**config.mk**
```make
export PLATFORM = sky130hd
export DESIGN_NAME = polar_encoder_seq
export DESIGN_NICKNAME = d
export VERILOG_FILES = /design/src/rtl/polar_pkg.sv /design/src/rtl/polar_butterfly_stage.sv /design/src/rtl/polar_encoder_seq.sv
export SDC_FILE = /design/constraint.sdc
export NUM_CORES = 1
export LEC_CHECK = 0
export CORE_MARGIN = 8
export CORE_UTILIZATION = 55
export CTS_CLUSTER_DIAMETER = 80
export CTS_CLUSTER_SIZE = 14
export DETAILED_ROUTE_END_ITERATION = 10
export PLACE_DENSITY = 0.8
export SETUP_SLACK_MARGIN = 0.05
export SLEW_MARGIN = 10
export SYNTH_ARGS = -nofsm -noshare
export SYNTH_HDL_FRONTEND = slang
export SYNTH_HIERARCHICAL = 1
export SYNTH_SLANG_ARGS = --single-unit
```
**constraint.sdc**
```tcl
create_clock -name clk -period 2.8 [get_ports clk]
set_input_delay 0.28 -clock clk [delete_from_list [all_inputs] [get_ports clk]]
set_output_delay 0.28 -clock clk [all_outputs]
set_load 0.02 [all_outputs]
```
**src/rtl/polar_pkg.sv**
```systemverilog
// Shared polar-code definitions: default code size, frozen set and FSM state type.
// Used by the sequential encoder and by the decoders.
package polar_pkg;

   localparam int N = 8;
   localparam int LOG2N = $clog2(N);
   localparam logic [N-1:0] FROZEN_MASK = 8'b0001_0111;

   typedef enum logic [1:0] {
      ST_LOAD = 2'd0,
      ST_ENC  = 2'd1,
      ST_OUT  = 2'd2
   } enc_state_t;

endpackage

```
**src/rtl/polar_butterfly_stage.sv**
```systemverilog
// One combinational XOR stage of the polar transform: x[i] ^= x[i+2^STAGE] where bit STAGE of i is 0.
// Encoder-side counterpart of the decoder partial-sum generator.
module polar_butterfly_stage #(
   parameter int N     = 8,
   parameter int STAGE = 0
) (
   input  logic [N-1:0] x_in,
   output logic [N-1:0] x_out
);

   localparam int SPAN = 1 << STAGE;

   for (genvar i = 0; i < N; i++) begin : g_bit
      if (((i >> STAGE) & 1) == 0) begin : g_top
         assign x_out[i] = x_in[i] ^ x_in[i + SPAN];
      end else begin : g_pass
         assign x_out[i] = x_in[i];
      end
   end

endmodule

```
**src/rtl/polar_encoder_seq.sv**
```systemverilog
// Sequential polar encoder: serial info bits fill non-frozen u positions, then one butterfly
// stage per cycle transforms u in place into x, held on cw until the sink takes it.
// Handshakes: a transfer happens on a rising edge where valid && ready are both 1; the source
// holds data while valid is high, info_ready is 1 only in LOAD, cw_valid is 1 only in OUT.
module polar_encoder_seq #(
   parameter int N = polar_pkg::N,
   parameter logic [N-1:0] FROZEN_MASK = polar_pkg::FROZEN_MASK
) (
   input  logic                  clk,
   input  logic                  rst,
   input  logic                  info_bit,
   input  logic                  info_valid,
   output logic                  info_ready,
   output logic [N-1:0]          cw,
   output logic                  cw_valid,
   input  logic                  cw_ready,
   output logic                  busy,
   output polar_pkg::enc_state_t state_dbg
);

   import polar_pkg::*;

   localparam int STAGES = $clog2(N);
   localparam int K_INFO = N - $countones(FROZEN_MASK);
   localparam int CNT_W  = $clog2(N + 1);
   localparam int STG_W  = (STAGES > 1) ? $clog2(STAGES) : 1;
   localparam logic [CNT_W-1:0] CNT_ONE = 1;
   localparam logic [STG_W-1:0] STG_ONE = 1;

   enc_state_t       state, state_nxt;
   logic [N-1:0]     x_reg, x_nxt, load_sel;
   logic [CNT_W-1:0] cnt, cnt_nxt, seen;
   logic [STG_W-1:0] stage, stage_nxt;
   logic [N-1:0]     stage_out [STAGES];

   for (genvar s = 0; s < STAGES; s++) begin : g_stage
      polar_butterfly_stage #(.N(N), .STAGE(s)) u_stage (
         .x_in  (x_reg),
         .x_out (stage_out[s])
      );
   end

   // One-hot slot for the next info bit: the cnt-th non-frozen index, counting upward.
   always_comb begin
      load_sel = '0;
      seen     = '0;
      for (int i = 0; i < N; i++) begin
         if (!FROZEN_MASK[i]) begin
            if (seen == cnt) load_sel[i] = 1'b1;
            seen = seen + CNT_ONE;
         end
      end
   end

   always_comb begin
      state_nxt  = state;
      x_nxt      = x_reg;
      cnt_nxt    = cnt;
      stage_nxt  = stage;
      info_ready = 1'b0;
      cw_valid   = 1'b0;
      case (state)
         ST_LOAD: begin
            info_ready = 1'b1;
            if (info_valid) begin
               x_nxt   = (x_reg & ~load_sel) | ({N{info_bit}} & load_sel);
               cnt_nxt = cnt + CNT_ONE;
               if (cnt == CNT_W'(K_INFO - 1)) begin
                  state_nxt = ST_ENC;
                  stage_nxt = '0;
               end
            end
         end
         ST_ENC: begin
            for (int s = 0; s < STAGES; s++) begin
               if (stage == STG_W'(s)) x_nxt = stage_out[s];
            end
            stage_nxt = stage + STG_ONE;
            if (stage == STG_W'(STAGES - 1)) begin
               state_nxt = ST_OUT;
               stage_nxt = '0;
            end
         end
         ST_OUT: begin
            cw_valid = 1'b1;
            if (cw_ready) begin
               state_nxt = ST_LOAD;
               x_nxt     = '0;
               cnt_nxt   = '0;
               stage_nxt = '0;
            end
         end
         default: state_nxt = ST_LOAD;
      endcase
   end

   always_ff @(posedge clk or posedge rst) begin
      if (rst) begin
         state <= ST_LOAD;
         x_reg <= '0;
         cnt   <= '0;
         stage <= '0;
      end else begin
         state <= state_nxt;
         x_reg <= x_nxt;
         cnt   <= cnt_nxt;
         stage <= stage_nxt;
      end
   end

   assign cw        = x_reg;
   assign busy      = (state != ST_LOAD) || (cnt != '0);
   assign state_dbg = state;

endmodule

```
==> flow_summary.json, run 1 <==
{
  "maxSlewHeadroom": 0.365,
  "die_h_um": 66.6,
  "clockBufferDepth": 2,
  "num-fill-cells": 218,
  "status": "finished clean",
  "cts_root_buffer": "clkbuf_4",
  "synth_cells": 154,
  "rows": 18,
  "num_vias": 1074,
  "start_util": 0.574,
  "port_buffers": 17,
  "maxCapViolCount": 0,
  "ys_ff_latch": 16,
  "drc": 0,
  "period_share": 0.793,
  "end_kind": "output port",
  "crit_type": "reg2out",
  "grt.total_usage": 0.133,
  "r2r_start": "stage[0]$_DFFE_PP0P_",
  "grt.overflow.total": 0,
  "worst-path-buf-inv": 2,
  "yosysTopAreaCell": "dfrtp_1",
  "area_growth_pct": 8.25,
  "cts_buffers": 3,
  "cts.clk_slew.worst_paths_ns": 0.11,
  "synthFlopType": "dfrtp_1",
  "path_delay_family": "buffers and inverters",
  "dp_hpwl_um": 1980,
  "place_congestion": 0.817,
  "drtIter0Drc": 43,
  "drt_pass1_iterations": 4,
  "syn_area_per_cell_um2": 9.16,
  "ant_nets": 0,
  "post_cts_resized": 0,
  "finalCriticalPeriod_ns": 2.22,
  "dp_cells": 181,
  "io_pins": 18,
  "irDropWorstVdd_uv": 917,
  "setup_tns_ns": 0,
  "routed.top_layer": "met4",
  "grt_max_degree": 30,
  "cp.depth": 4,
  "synth_top_area_share": 0.284,
  "post_drt_wl_per_cell_um": 14.8,
  "grt_pass1_wl_um": 4680,
  "antenna_found_initial": 0,
  "worst_pin_slew_ns": 0.953,
  "critical-path-slowest-cell": "clkdlybuf4s50_1",
  "power.density_nw_per_um2": 1340,
  "tritoncts": "yes",
  "critical_path_required_ns": 2.52,
  "rr_worst_depth": 4,
  "dr_wl_met2_um": 1280,
  "synth_cell_types": 32,
  "nets": 171,
  "h-tree-depth": 1,
  "placed_area_um2": 1490,
  "clk_latency_ns": 0.30,
  "synth_warnings": 6,
  "critPathMaxFanout": 10,
  "n_antenna_cell": 0,
  "max_clock_freq_ghz": 0.451,
  "r2r_setup_slack_ns": 0.85,
  "yosysSeqAreaShare": 0.284,
  "finalInstanceArea_um2": 1530,
  "worstPathArrival_ns": 1.94,
  "hold_buffers": 0,
  "r2r-end": "cw[0]$_DFFE_PP0P_",
  "drive_gt1_frac": 0.0710,
  "cts_sinks": 16,
  "skew_ns": 0.0210,
  "dieWidth_um": 66.6,
  "grt_pass1_vias": 1026,
  "synthTopCellsByCount": "a211oi_1 (16), dfrtp_1 (16), buf_4 (12), xor2_1 (12), ha_1 (10)",
  "rsz0062_at_grt": "false",
  "die_area_um2": 4440,
  "post_cts.repair.setup_buffers": 0,
  "synth_fp_nets": 169,
  "wirelength_um": 2740,
  "netlist_area_um2": 1410,
  "p_total_mw": 2.05,
  "instances_no_fill": 185,
  "start_kind": "flip-flop",
  "p_leak_nw": 0.657,
  "core_um2": 2450,
  "hold_class": "in2async",
  "hold_viol_final": 0,
  "finalSetupViolCount": 0,
  "wl_met3_um": 97,
  "synthArstFlopShare": 1.00,
  "timing_max_transition_violations_final": 0,
  "synth_area_leaders": "dfrtp_1 (28%), ha_1 (8.9%), a211oi_1 (8.5%)",
  "holdWs_ns": 0.332,
  "viasPerCell": 5.81,
  "cp_cell_sequence": "inv_1, ha_1, nand3_1, clkdlybuf4s50_1",
  "synth_edf_count": 0,
  "drt-met1-wl_um": 1330,
  "max_stage_delay_ns": 0.56
}
-- routing by layer --
layer | vias to the layer above | track usage
met2 | 13 | 0.207
met1 | 511 | 0.169
met5 | - | 0
met4 | 0 | 0.0453
met3 | 5 | 0.0403
li1 | 545 | -
-- cell families (layout without fill, tap and decap cells) --
family,after synthesis,in the layout,synth area share
mux,12,12,0.0887
simple gates,37,37,0.150
xor+xnor,12,12,0.0745
buf+inv,26,27,0.106
flops,16,16,0.284
compound gates,41,41,0.208
fa+ha+maj,10,10,0.0887
-- worst max path at each step --
stage                     slack, ns                        to                startpoint
after floorplan                0.81  state_dbg[0]$_DFFE_PP0P_  state_dbg[0]$_DFFE_PP0P_
after global placement         0.93                info_ready  state_dbg[0]$_DFFE_PP0P_
after CTS                      0.56                      busy  state_dbg[0]$_DFFE_PP0P_
final                          0.58                      busy  state_dbg[0]$_DFFE_PP0P_
after global routing           0.47                      busy  state_dbg[1]$_DFFE_PP0P_
after detailed placement       0.88         cw[1]$_DFFE_PP0P_  state_dbg[0]$_DFFE_PP0P_
-- final cells by class --
class                           instances  area [µm²]  share of cell area
Multi-Input combinational cell        112         860               0.563
Sequential cell                        16         400               0.262
Timing Repair Buffer                   17         170               0.111
Tap cell                               30        37.5              0.0246
Clock buffer                            4        36.3              0.0238
Inverter                                6        22.5              0.0148
-- power breakdown --
part | total [mW] | internal, mW | switching [mW] | leakage (nW)
Sequential | 0.599 | 0.336 | 0.263 | 0.206
Clock | 0.157 | 0.0794 | 0.0778 | 0.0210
Combinational | 1.30 | 0.635 | 0.661 | 0.431
-- cell usage in the layout (no fill, tap or decap), drive strengths merged --
| master | n |
|---|---|
| nand4 | 3 |
| nand3 | 2 |
| a22o | 4 |
| mux2i | 8 |
| nor3 | 1 |
| nor2b | 9 |
| a221o | 1 |
| o32a | 4 |
| nor3b | 1 |
| nand2b | 3 |
| nand3b | 1 |
| dfrtp | 16 |
| nand4b | 1 |
| mux2 | 4 |
| xor2 | 12 |
| clkdlybuf4s50 | 17 |
| a211o | 1 |
| inv | 6 |
| nor2 | 7 |
| o21a | 1 |
| clkbuf | 4 |
| o21ai | 6 |
| ha | 10 |
| nand2 | 8 |
| a211oi | 16 |
| a21oi | 8 |
| or4 | 1 |
-- metrics by stage --
| stage | setup slack, ns | util |
|---|---|---|
| floorplan | 0.809 | - |
| global placement | 0.931 | 0.607 |
| detailed placement | 0.876 | 0.607 |
| CTS | 0.558 | 0.622 |
| global route | 0.466 | 0.622 |
| finish | 0.581 | 0.622 |
(Power assumes the default switching activity.)
==> run 2: changes to the inputs <==
--- a/config.mk
+++ b/config.mk
@@ -6,11 +6,11 @@
 export NUM_CORES = 1
 export LEC_CHECK = 0
 export CORE_MARGIN = 8
-export CORE_UTILIZATION = 55
+export CORE_UTILIZATION = 50
 export CTS_CLUSTER_DIAMETER = 80
 export CTS_CLUSTER_SIZE = 14
 export DETAILED_ROUTE_END_ITERATION = 10
-export PLACE_DENSITY = 0.8
+export PLACE_DENSITY = 0.77
 export SETUP_SLACK_MARGIN = 0.05
 export SLEW_MARGIN = 10
 export SYNTH_ARGS = -nofsm -noshare
==> constraint.sdc (replaced) <==
create_clock -name clk -period 2.01 [get_ports clk]
set_input_delay 0.201 -clock clk [delete_from_list [all_inputs] [get_ports clk]]
set_output_delay 0.201 -clock clk [all_outputs]
set_load 0.02 [all_outputs]
==> flow_summary.json, run 2 (synthesized netlist as in run 1, its figures left out) <==
{
  "status": "finished clean",
  "critical-path-slowest-cell": "dfrtp_2",
  "area_growth_pct": 12.0,
  "busiest_layer": "met2",
  "drt_pass1_iterations": 4,
  "setup_ws_ns": 0.192,
  "period_share": 0.904,
  "n_antenna_cell": 0,
  "timing_max_transition_violations_final": 0,
  "globalRouteMet2Util": 0.216,
  "drc": 0,
  "finalSetupViolCount": 0,
  "hold_buffers": 0,
  "place_congestion": 0.774,
  "clk_latency_ns": 0.29,
  "dp_cells": 185,
  "skew_ns": 0.000913,
  "p_total_mw": 2.99,
  "dpl_worst_slack_ns": 0.181,
  "h-tree-depth": 1,
  "layout_commonest_cell": "a211oi_1",
  "use_met3": 0.0215,
  "tritoncts": "yes",
  "rsz0062_at_grt": "false",
  "io_pins": 18,
  "cts_root_buffer": "clkbuf_4",
  "ant_nets": 0,
  "irDropWorstVdd_uv": 1000,
  "cts_buffers": 3,
  "layout_common_cells": "a211oi_1 (15), dfrtp_1 (14), clkdlybuf4s50_1 (14), xor2_1 (12), nor2b_1 (9)",
  "cts_sinks": 16,
  "dieWidth_um": 69.1,
  "port_buffers": 17,
  "drive_gt1_frac": 0.132,
  "clockBufferDepth": 2,
  "p_leak_nw": 0.677,
  "cts.clk_slew.worst_paths_ns": 0.10,
  "instances_no_fill": 190,
  "viasPerCell": 5.87,
  "drtIter0Drc": 37,
  "die_area_um2": 4780,
  "core_um2": 2710,
  "die_h_um": 69.1,
  "start_kind": "flip-flop",
  "grt_pass1_wl_um": 4940,
  "num_vias": 1115,
  "maxCapViolCount": 0,
  "sequentialPowerShare": 0.269,
  "postLayoutCoreUtil": 0.583,
  "dp_hpwl_um": 2210,
  "max_stage_delay_ns": 0.43,
  "p_int_mw": 1.53,
  "max_clock_freq_ghz": 0.550,
  "rows": 19,
  "crit_type": "reg2reg",
  "critPathMaxFanout": 7,
  "maxSlewHeadroom": 0.536,
  "grt.overflow.total": 0,
  "cp_cell_sequence": "inv_1, ha_2, nand2b_1, nand2_2, a221o_1, mux2_1",
  "worstPathArrival_ns": 2.00,
  "end_kind": "flip-flop",
  "switchingPower_mw": 1.46,
  "grt_pass1_vias": 1086,
  "finalCriticalPeriod_ns": 1.82,
  "worst-path-buf-inv": 1,
  "start_util": 0.520,
  "hold_viol_final": 0,
  "power_frac_clock": 0.074,
  "power.density_nw_per_um2": 1900,
  "groute.layer.met1.usage": 0.133,
  "setup_tns_ns": 0,
  "grt.total_usage": 0.119,
  "post_drt_wl_per_cell_um": 15.7,
  "p_sw_frac": 0.489,
  "hold_class": "in2async",
  "worst_pin_slew_ns": 0.697,
  "path_delay_family": "flip-flops",
  "nets": 175,
  "combPwrFrac": 0.657,
  "wirelength_um": 2990,
  "antenna_found_initial": 0,
  "critical_path_required_ns": 2.19,
  "grt_max_degree": 21
}
run 2: worst paths after layout:
path	startpoint	endpoint	slack, ns	cells after the start
min reg2reg	state_dbg[1]$_DFFE_PP0P_	state_dbg[1]$_DFFE_PP0P_	0.56	1
min	rst	cw[0]$_DFFE_PP0P_	0.27	2
max	state_dbg[0]$_DFFE_PP0P_	state_dbg[0]$_DFFE_PP0P_	0.19	6
max reg2reg	state_dbg[0]$_DFFE_PP0P_	state_dbg[0]$_DFFE_PP0P_	0.19	6
min in group clk	state_dbg[1]$_DFFE_PP0P_	state_dbg[1]$_DFFE_PP0P_	0.56	1
max in group asynchronous	rst	state_dbg[0]$_DFFE_PP0P_	1.29	2
run 2: per-stage QoR:
step                      cell area (µm²)  hold WS (ns)
after floorplan                      1410         0.115
after global placement               1520         0.530
after detailed placement             1520         0.543
after CTS                            1560         0.299
after global routing                 1580         0.330
final                                1580         0.275
run 2: cell type report:
cell class / count / area, µm²
Clock buffer: 4 / 36.3
Fill cell: 246 / 1130
Inverter: 6 / 22.5
Multi-Input combinational cell: 112 / 882
Sequential cell: 16 / 403
Tap cell: 31 / 38.8
Timing Repair Buffer: 21 / 196
run 2: what timing repair did:
action,CTS,global route
pin swaps,0,1
setup buffers,0,1
endpoints found under the setup margin,3,7
gates resized for setup,5,3
run 2: routing by layer:
layer | part of all wire | routed length, µm
met1 | 0.42 | 1270
met2 | 0.52 | 1550
met3 | 0.044 | 130
met4 | 0.014 | 42
met5 | 0 | 0
run 2: power groups by stage:
stage	clock network [mW]	logic (mW)	registers [mW]
CTS	0.230	1.95	0.800
global placement	0	1.84	0.784
detailed placement	0	1.92	0.809
global route	0.244	2.15	0.839
finish	0.221	1.97	0.806
floorplan	0	1.50	0.797
==> run 3: changes to the inputs <==
--- a/config.mk
+++ b/config.mk
@@ -5,7 +5,7 @@
 export SDC_FILE = /design/constraint.sdc
 export NUM_CORES = 1
 export LEC_CHECK = 0
-export CORE_MARGIN = 8
+export CORE_MARGIN = 2
 export CORE_UTILIZATION = 50
 export CTS_CLUSTER_DIAMETER = 80
 export CTS_CLUSTER_SIZE = 14
==> flow_summary.json, run 3 (synthesized netlist as in run 1, its figures left out) <==
{
  "status": "finished clean",
  "r2r_setup_slack_ns": 0.17,
  "dp_hpwl_um": 2030,
  "layout_common_cells": "a211oi_1 (16), clkdlybuf4s50_1 (14), dfrtp_1 (13), xor2_1 (12), nor2b_1 (9)",
  "maxCapViolCount": 0,
  "dieWidth_um": 57.1,
  "end_kind": "flip-flop",
  "grt_max_degree": 21,
  "ant_nets": 0,
  "port_buffers": 17,
  "io_pins": 18,
  "p_sw_frac": 0.488,
  "combPwrFrac": 0.660,
  "start_kind": "flip-flop",
  "grt_pass1_wl_um": 5020,
  "n_antenna_cell": 0,
  "finalCriticalPeriod_ns": 1.84,
  "die_area_um2": 3260,
  "num_vias": 1131,
  "viasPerCell": 5.95,
  "max_clock_freq_ghz": 0.543,
  "worst_pin_slew_ns": 0.723,
  "clk_latency_ns": 0.30,
  "drive_gt1_frac": 0.126,
  "area_growth_pct": 12.1,
  "rr_worst_depth": 6,
  "drtIter0Drc": 58,
  "postLayoutCoreUtil": 0.583,
  "critical_path_required_ns": 2.21,
  "switchingPower_mw": 1.48,
  "wirelength_um": 3000,
  "dp_cells": 185,
  "grt.total_usage": 0.197,
  "antenna_found_initial": 0,
  "period_share": 0.916,
  "grt_pass1_vias": 1078,
  "p_int_mw": 1.56,
  "p_leak_nw": 0.689,
  "rows": 19,
  "h-tree-depth": 1,
  "maxSlewHeadroom": 0.518,
  "hold_class": "in2async",
  "setup_ws_ns": 0.168,
  "sequentialPowerShare": 0.266,
  "drc": 0,
  "power_frac_clock": 0.074,
  "num-fill-cells": 256,
  "cts.clk_slew.worst_paths_ns": 0.11,
  "cts_root_buffer": "clkbuf_4",
  "skew_ns": 0.0101,
  "cts_sinks": 16,
  "r2r_start": "state_dbg[1]$_DFFE_PP0P_",
  "instances_no_fill": 190,
  "drt_pass1_iterations": 4,
  "hold_viol_final": 0,
  "rsz0062_at_grt": "false",
  "start_util": 0.520,
  "place_congestion": 0.772,
  "power.density_nw_per_um2": 1920,
  "multi_input_area_um2": 875,
  "core_um2": 2710,
  "grt.overflow.total": 0,
  "critPathMaxFanout": 9,
  "dpl_worst_slack_ns": 0.204,
  "hold_buffers": 0,
  "timing_max_transition_violations_final": 0,
  "irDropWorstVdd_uv": 1170,
  "setup_tns_ns": 0,
  "nets": 175,
  "seq_area_um2": 404,
  "post_drt_wl_per_cell_um": 15.8,
  "layout_commonest_cell": "a211oi_1",
  "die_h_um": 57.1,
  "finalSetupViolCount": 0,
  "tritoncts": "yes",
  "worstPathArrival_ns": 2.04,
  "cts_buffers": 3,
  "clockBufferDepth": 2,
  "crit_type": "reg2reg"
}
==> run 3: cell count changes in the layout (fill, tap and decap cells not counted), sizes merged <==
cell,before,now
dlymetal6s2s,0,2
dlygate4sd2,3,1
==> run 3: per-stage QoR <==
step | power [mW] | hold slack (ns) | instance area [µm²]
floorplan | 2.30 | 0.115 | 1410
global placement | 2.61 | 0.529 | 1520
detailed placement | 2.70 | 0.555 | 1520
CTS | 2.97 | 0.299 | 1560
global route | 3.27 | 0.325 | 1580
finish | 3.04 | 0.269 | 1580
==> run 3: worst max path at each step <==
| stage | start | endpoint | slack, ns | cells past startpoint |
|---|---|---|---|---|
| final | state_dbg[1]$_DFFE_PP0P_ | flip-flop | 0.17 | 6 |
| after global routing | state_dbg[1]$_DFFE_PP0P_ | flip-flop | 0.04 | 6 |
| after CTS | cnt[0]$_DFFE_PP0P_ | busy | 0.009 | 4 |
| after detailed placement | state_dbg[0]$_DFFE_PP0P_ | state_dbg[1]$_DFFE_PP0P_ | 0.20 | 6 |
| after global placement | state_dbg[0]$_DFFE_PP0P_ | state_dbg[0]$_DFFE_PP0P_ | 0.26 | 6 |
| after floorplan | state_dbg[0]$_DFFE_PP0P_ | state_dbg[0]$_DFFE_PP0P_ | 0.11 | 7 |
==> run 3: layout make-up <==
type,instances,area share
multi-input combinational,112,0.553
sequential,16,0.256
inverter,6,0.0143
tap,31,0.0245
timing repair buffer,21,0.129
clock buffer,4,0.0230
==> run 3: metal layers <==
metal | routed length (µm) | track usage | vias up
met2 | 1430 | 0.315 | 22
met4 | 62 | 0.0897 | 0
met5 | 0 | 0 | -
li1 | - | - | 551
met1 | 1430 | 0.266 | 552
met3 | 82 | 0.0272 | 6
==> run 3: power groups by stage <==
stage	Clock (mW)	Combinational (mW)	Sequential, mW
CTS	0.232	1.94	0.800
global placement	0	1.82	0.784
detailed placement	0	1.89	0.808
global route	0.242	2.18	0.849
finish	0.225	2.00	0.808
floorplan	0	1.50	0.797
==> run 3: what timing repair did <==
action                     4_1_cts  5_1_grt
pin swaps                        0        1
buffers inserted                 0        1
gates resized for setup          3        4
setup endpoints to repair        3        6
==> run 3: worst max-delay path, stage by stage (launching register included) <==
cell	delay [ns]
dfrtp_2	0.44
inv_1	0.18
ha_1	0.39
nand3_1	0.14
nand4b_1	0.30
nor2_1	0.11
o32a_1	0.19
==> RTL change 1 (config.mk and constraints of run 3) <==
`x_reg` and `stage` no longer have a reset.
--- a/src/rtl/polar_encoder_seq.sv
+++ b/src/rtl/polar_encoder_seq.sv
@@ -97,15 +97,16 @@
    always_ff @(posedge clk or posedge rst) begin
       if (rst) begin
          state <= ST_LOAD;
-         x_reg <= '0;
          cnt   <= '0;
-         stage <= '0;
       end else begin
          state <= state_nxt;
-         x_reg <= x_nxt;
          cnt   <= cnt_nxt;
-         stage <= stage_nxt;
       end
+   end
+
+   always_ff @(posedge clk) begin
+      x_reg <= x_nxt;
+      stage <= stage_nxt;
    end
 
    assign cw        = x_reg;
Formal check against the unedited RTL: not equivalent (a bounded check fails within 4 cycles, from zero or initial values and one cycle with rst high).
==> RTL change 1 against run 3 <==
  * Area after synthesis down 1.7%
  * Setup slack lost 0.013 ns
  * Routed wire length shrank 11%
  * Cell area rose by 3.0%
  * Core utilization up 2.3 points
  * Sequential cell count is the same
  * Highest routed layer unchanged
Power is left out: the tool's default activity adds up to more than one toggle a clock period on the data nets, which glitch-free logic cannot reach.
==> RTL change 1: results <==
[synth]
async_reset_ff_frac = 0.375
ys_warn_count = 6
synthDistinctLibCells = 33
synth_edf_count = 10
synthesis.nets = 162
ys_seq_area_frac = 0.325
synth_area_leaders = "edfxtp_1 (22%), ha_1 (12%), dfrtp_1 (11%)"
synthTopCellsByCount = "ha_1 (13), buf_4 (12), o21ai_0 (12), xor2_1 (12), nand2_1 (11)"
synth_ff_type = "edfxtp_1"

[routing]
viasPerCell = 5.52
avgRoutedWirePerCell_um = 14.3
drt_iter0_markers = 24
drtPass1Iterations = 4

[outcome]
status = "complete, no violations"

[clock_network]
clk_pin_slew_ns = 0.09
insertion_delay_ns = 0.29
numCtsBuffers = 3
cts-root-buf = "clkbuf_4"
cts_max_path_buffers = 2
ctsHtreeMaxLevel = 1

[global_route]
antenna_found_initial = 0
grt_max_degree = 17
track_usage = 0.179
grt_pass1_vias = 1018
grt_pass1_wl_mm = 4.48

[cells_and_area]
diodes = 0
drive_gt1_frac = 0.174
nets = 174

[worst_setup_path]
worstReg2RegStart = "cnt[0]"
worstPathArrival_ns = 1.80
worstSetupStartpointType = "flip-flop"
path_max_fanout = 4

[sta]
max_slew.worst_pin.slew_ns = 0.468
clock_skew_ns = 0.00523

[placement]
dpl.hpwl_mm = 2.09
pre_cts_slack_ns = -0.00436
gp_congestion = 0.826
postPlaceCellArea_mm2 = 0.00157
io_buffers = 17

[run]
maxCapViolations = 0

[worst_hold_path]
hold_class = "primary input to asynchronous set/reset pin"
RTL change 1: cell types whose count changed after synthesis, moves of 3 or more:
cell,change
o32a_1,-4
a211oi_1,-16
buf_2,-5
nand2_1,+5
clkbuf_1,+4
edfxtp_1,+10
ha_1,+3
nor2_1,-4
o21ai_0,+6
dfrtp_1,-10
a21oi_1,-3
and2_1,+7
RTL change 1: worst paths after layout:
path / endpoint / slack [ns] / cells past startpoint
worst max-delay path: stage[1] / 0.16 / 3
worst min-delay path: state_dbg[0] / 0.12 / 2
worst max register to register: stage[1] / 0.16 / 3
worst min register to register: cnt[3] / 0.56 / 1
max in group asynchronous: state_dbg[1] / 1.68 / 2
min in group clk: cnt[3] / 0.56 / 1
RTL change 1: logic make-up after synthesis:
group / count (synthesis) / synth area share
simple gates: 40 / 0.167
compound gates: 27 / 0.137
mux: 10 / 0.0740
flops: 16 / 0.325
buf+inv: 26 / 0.104
fa+ha+maj: 13 / 0.117
xor+xnor: 12 / 0.0758
RTL change 1: cell type report:
type | instances | area, um2
well taps | 31 | 38.8
fillers | 240 | 1060
repair buffers | 26 | 238
multi-input cells | 102 | 846
flip-flops and latches | 16 | 453
clock buffers | 4 | 26.3
inverters | 7 | 26.3
RTL change 1: what timing repair did:
action | 4_1_cts | 5_1_grt
setup buffers | 1 | 0
hold buffers | 0 | 0
gates resized for setup | 5 | 2
setup endpoints to repair | 11 | 11
pin swaps | 0 | 2
RTL change 1: routing by layer:
layer	wire length (um)	up-vias	share of wire	track usage
met3	74	4	0.028	0.0207
met2	1450	20	0.54	0.337
li1	-	515	-	-
met4	29	0	0.011	0.0714
met5	0	-	0	0
met1	1120	488	0.42	0.202
RTL change 1: per-stage QoR:
step / setup TNS (ns) / std cells
after global routing: 0 / 186
after CTS: 0 / 186
after global placement: 0 / 181
after floorplan: 0 / 144
final: 0 / 186
after detailed placement: -0.00806 / 181
RTL change 1: worst max-delay path: stages, from the launching register on:
cell,delay [ns]
dfrtp_1,0.38
ha_2,0.22
or3b_4,0.42
a2111oi_2,0.50
==> RTL change 2 (settings of run 3) <==
Made on the original files. `N` is set to 8 in 2 places; all go to 32.
--- a/src/rtl/polar_pkg.sv
+++ b/src/rtl/polar_pkg.sv
@@ -2,7 +2,7 @@
 // Used by the sequential encoder and by the decoders.
 package polar_pkg;
 
-   localparam int N = 8;
+   localparam int N = 32;
    localparam int LOG2N = $clog2(N);
    localparam logic [N-1:0] FROZEN_MASK = 8'b0001_0111;
 
--- a/src/rtl/polar_butterfly_stage.sv
+++ b/src/rtl/polar_butterfly_stage.sv
@@ -1,7 +1,7 @@
 // One combinational XOR stage of the polar transform: x[i] ^= x[i+2^STAGE] where bit STAGE of i is 0.
 // Encoder-side counterpart of the decoder partial-sum generator.
 module polar_butterfly_stage #(
-   parameter int N     = 8,
+   parameter int N     = 32,
    parameter int STAGE = 0
 ) (
    input  logic [N-1:0] x_in,
Ports: changed (resized cw); port bits go from 18 to 42. No check against the original RTL was run, so the function may have changed too.
==> RTL change 2 against run 3 <==
  * Synthesized cell count rose to 4.4 times the old value
  * Sequential cell count is 27 higher
  * Via count rose to 5.0 times the old value
  * Critical path type unchanged
  * The run now ends with setup timing left
  * Setup slack lost 0.32 ns
  * Worst hold slack got worse by 0.046 ns
  * Largest cell class unchanged
  * Area after synthesis grew to 3.9 times the old value
  * Cell area rose to 4.1 times the old value
  * Non-clock buffer count is 111 higher
  * Sequential share of layout area decreased by 9.1 points
  * Routed wire length rose to 5.9 times the old value
Power is left out: the tool's default activity adds up to more than one toggle a clock period on the data nets, which glitch-free logic cannot reach.
==> RTL change 2: results <==
[outcome]
status = "finished, violations left"
violations = "setup timing"

[global_route]
grtUsageMet2 = 0.450
track_usage = 0.286
met1_usage = 0.363
grt_pass1_vias = 5270
grt_max_degree = 65
use_met3 = 0.0568
grt_pass1_wl_mm = 26.7

[clock_network]
clk_pin_slew_ns = 0.09
numCtsBuffers = 5
cts-root-buf = "clkbuf_8"
cts_max_path_buffers = 2
cts_resized = 28
postCtsSetupRepairBufs = 4
ctsHtreeMaxLevel = 2

[sta]
fin_ws_ns = -0.148
clock_skew_ns = 0.00843
slew_headroom = 0.653
setup_viol_count_final = 32
tns_ns = -2.58

[routing]
drt_wl_total_mm = 17.8
drt_iter0_markers = 677
wl_met2_mm = 8.07
viasPerCell = 6.78
met3WireLength_mm = 1.95
drtPass1Iterations = 5
wl_met1_mm = 6.72
vias = 5610

[synth]
async_reset_ff_frac = 1.00
synthDistinctLibCells = 45
synthTopCellsByCount = "a21oi_1 (91), xor2_1 (82), buf_4 (81), dfrtp_1 (43)"
synth_area_leaders = "dfrtp_1 (19%), xor2_1 (13%), buf_4 (11%)"
ys_seq_area_frac = 0.195
synth_edf_count = 0
synthesis.nets = 704
synth_cells = 685

[worst_setup_path]
worstPathArrival_ns = 2.36
cp_slowest_stage_delay_ns = 0.40
path_max_fanout = 12
path_delay_family = "compound AO/OA/AOI/OAI gates"
cp_slowest_cell = "dfrtp_1"

[placement]
dpl.hpwl_mm = 11.3
gp_congestion = 0.909
io_buffers = 41
pre_cts_slack_ns = -0.130
placed_cells = 811

[cells_and_area]
nets = 706
drive_gt1_frac = 0.231
## RTL change 2: changes by cell type after synthesis, sizes merged, moves of 32 or more
| cell | before | now |
|---|---|---|
| clkbuf | 2 | 38 |
| nor3b | 1 | 33 |
| xor2 | 12 | 82 |
| buf | 18 | 99 |
| a21oi | 8 | 91 |
## RTL change 2: area by class of cell
type / count / area (um2)
clock buffers: 7 / 76.3
repair buffers: 132 / 1360
well taps: 140 / 175
fillers: 900 / 4250
flip-flops and latches: 43 / 1080
multi-input cells: 492 / 3800
inverters: 13 / 50.0
## RTL change 2: cells by family after synthesis
kind of cell	Yosys count	synth area share
compound gates	198	0.232
xor+xnor	84	0.133
fa+ha+maj	14	0.0317
buf+inv	150	0.165
flops	43	0.195
mux	7	0.0136
simple gates	189	0.229
## RTL change 2: worst paths after layout
check                             start                    endpoint  slack, ns  cells after the start
setup reg to reg               stage[1]                   flip-flop      -0.15                      7
setup / recovery               stage[1]                   flip-flop      -0.15                      7
max in group asynchronous           rst  asynchronous set/reset pin       1.54                      3
hold / removal                      rst                      cnt[0]       0.22                      3
min in group clk           state_dbg[0]                state_dbg[0]       0.59                      1
hold reg to reg            state_dbg[0]                state_dbg[0]       0.59                      1
## RTL change 2: stage by stage
stage,cell area (um2),utilization,hold slack (ns)
floorplan,5650,-,0.413
CTS,6360,0.589,0.243
finish,6540,0.606,0.223
global placement,6140,0.569,0.570
detailed placement,6140,0.569,0.572
global route,6540,0.606,0.271
## RTL change 2: worst reg2reg max path: cells and delay by family (launching register included)
kind                     cells  cell delay (ns)
buffers and inverters        2             0.32
AND/OR/NAND/NOR              2             0.50
flip-flops                   1             0.40
AO/OA/AOI/OAI                2             0.65
adder cells (fa/ha/maj)      1             0.20
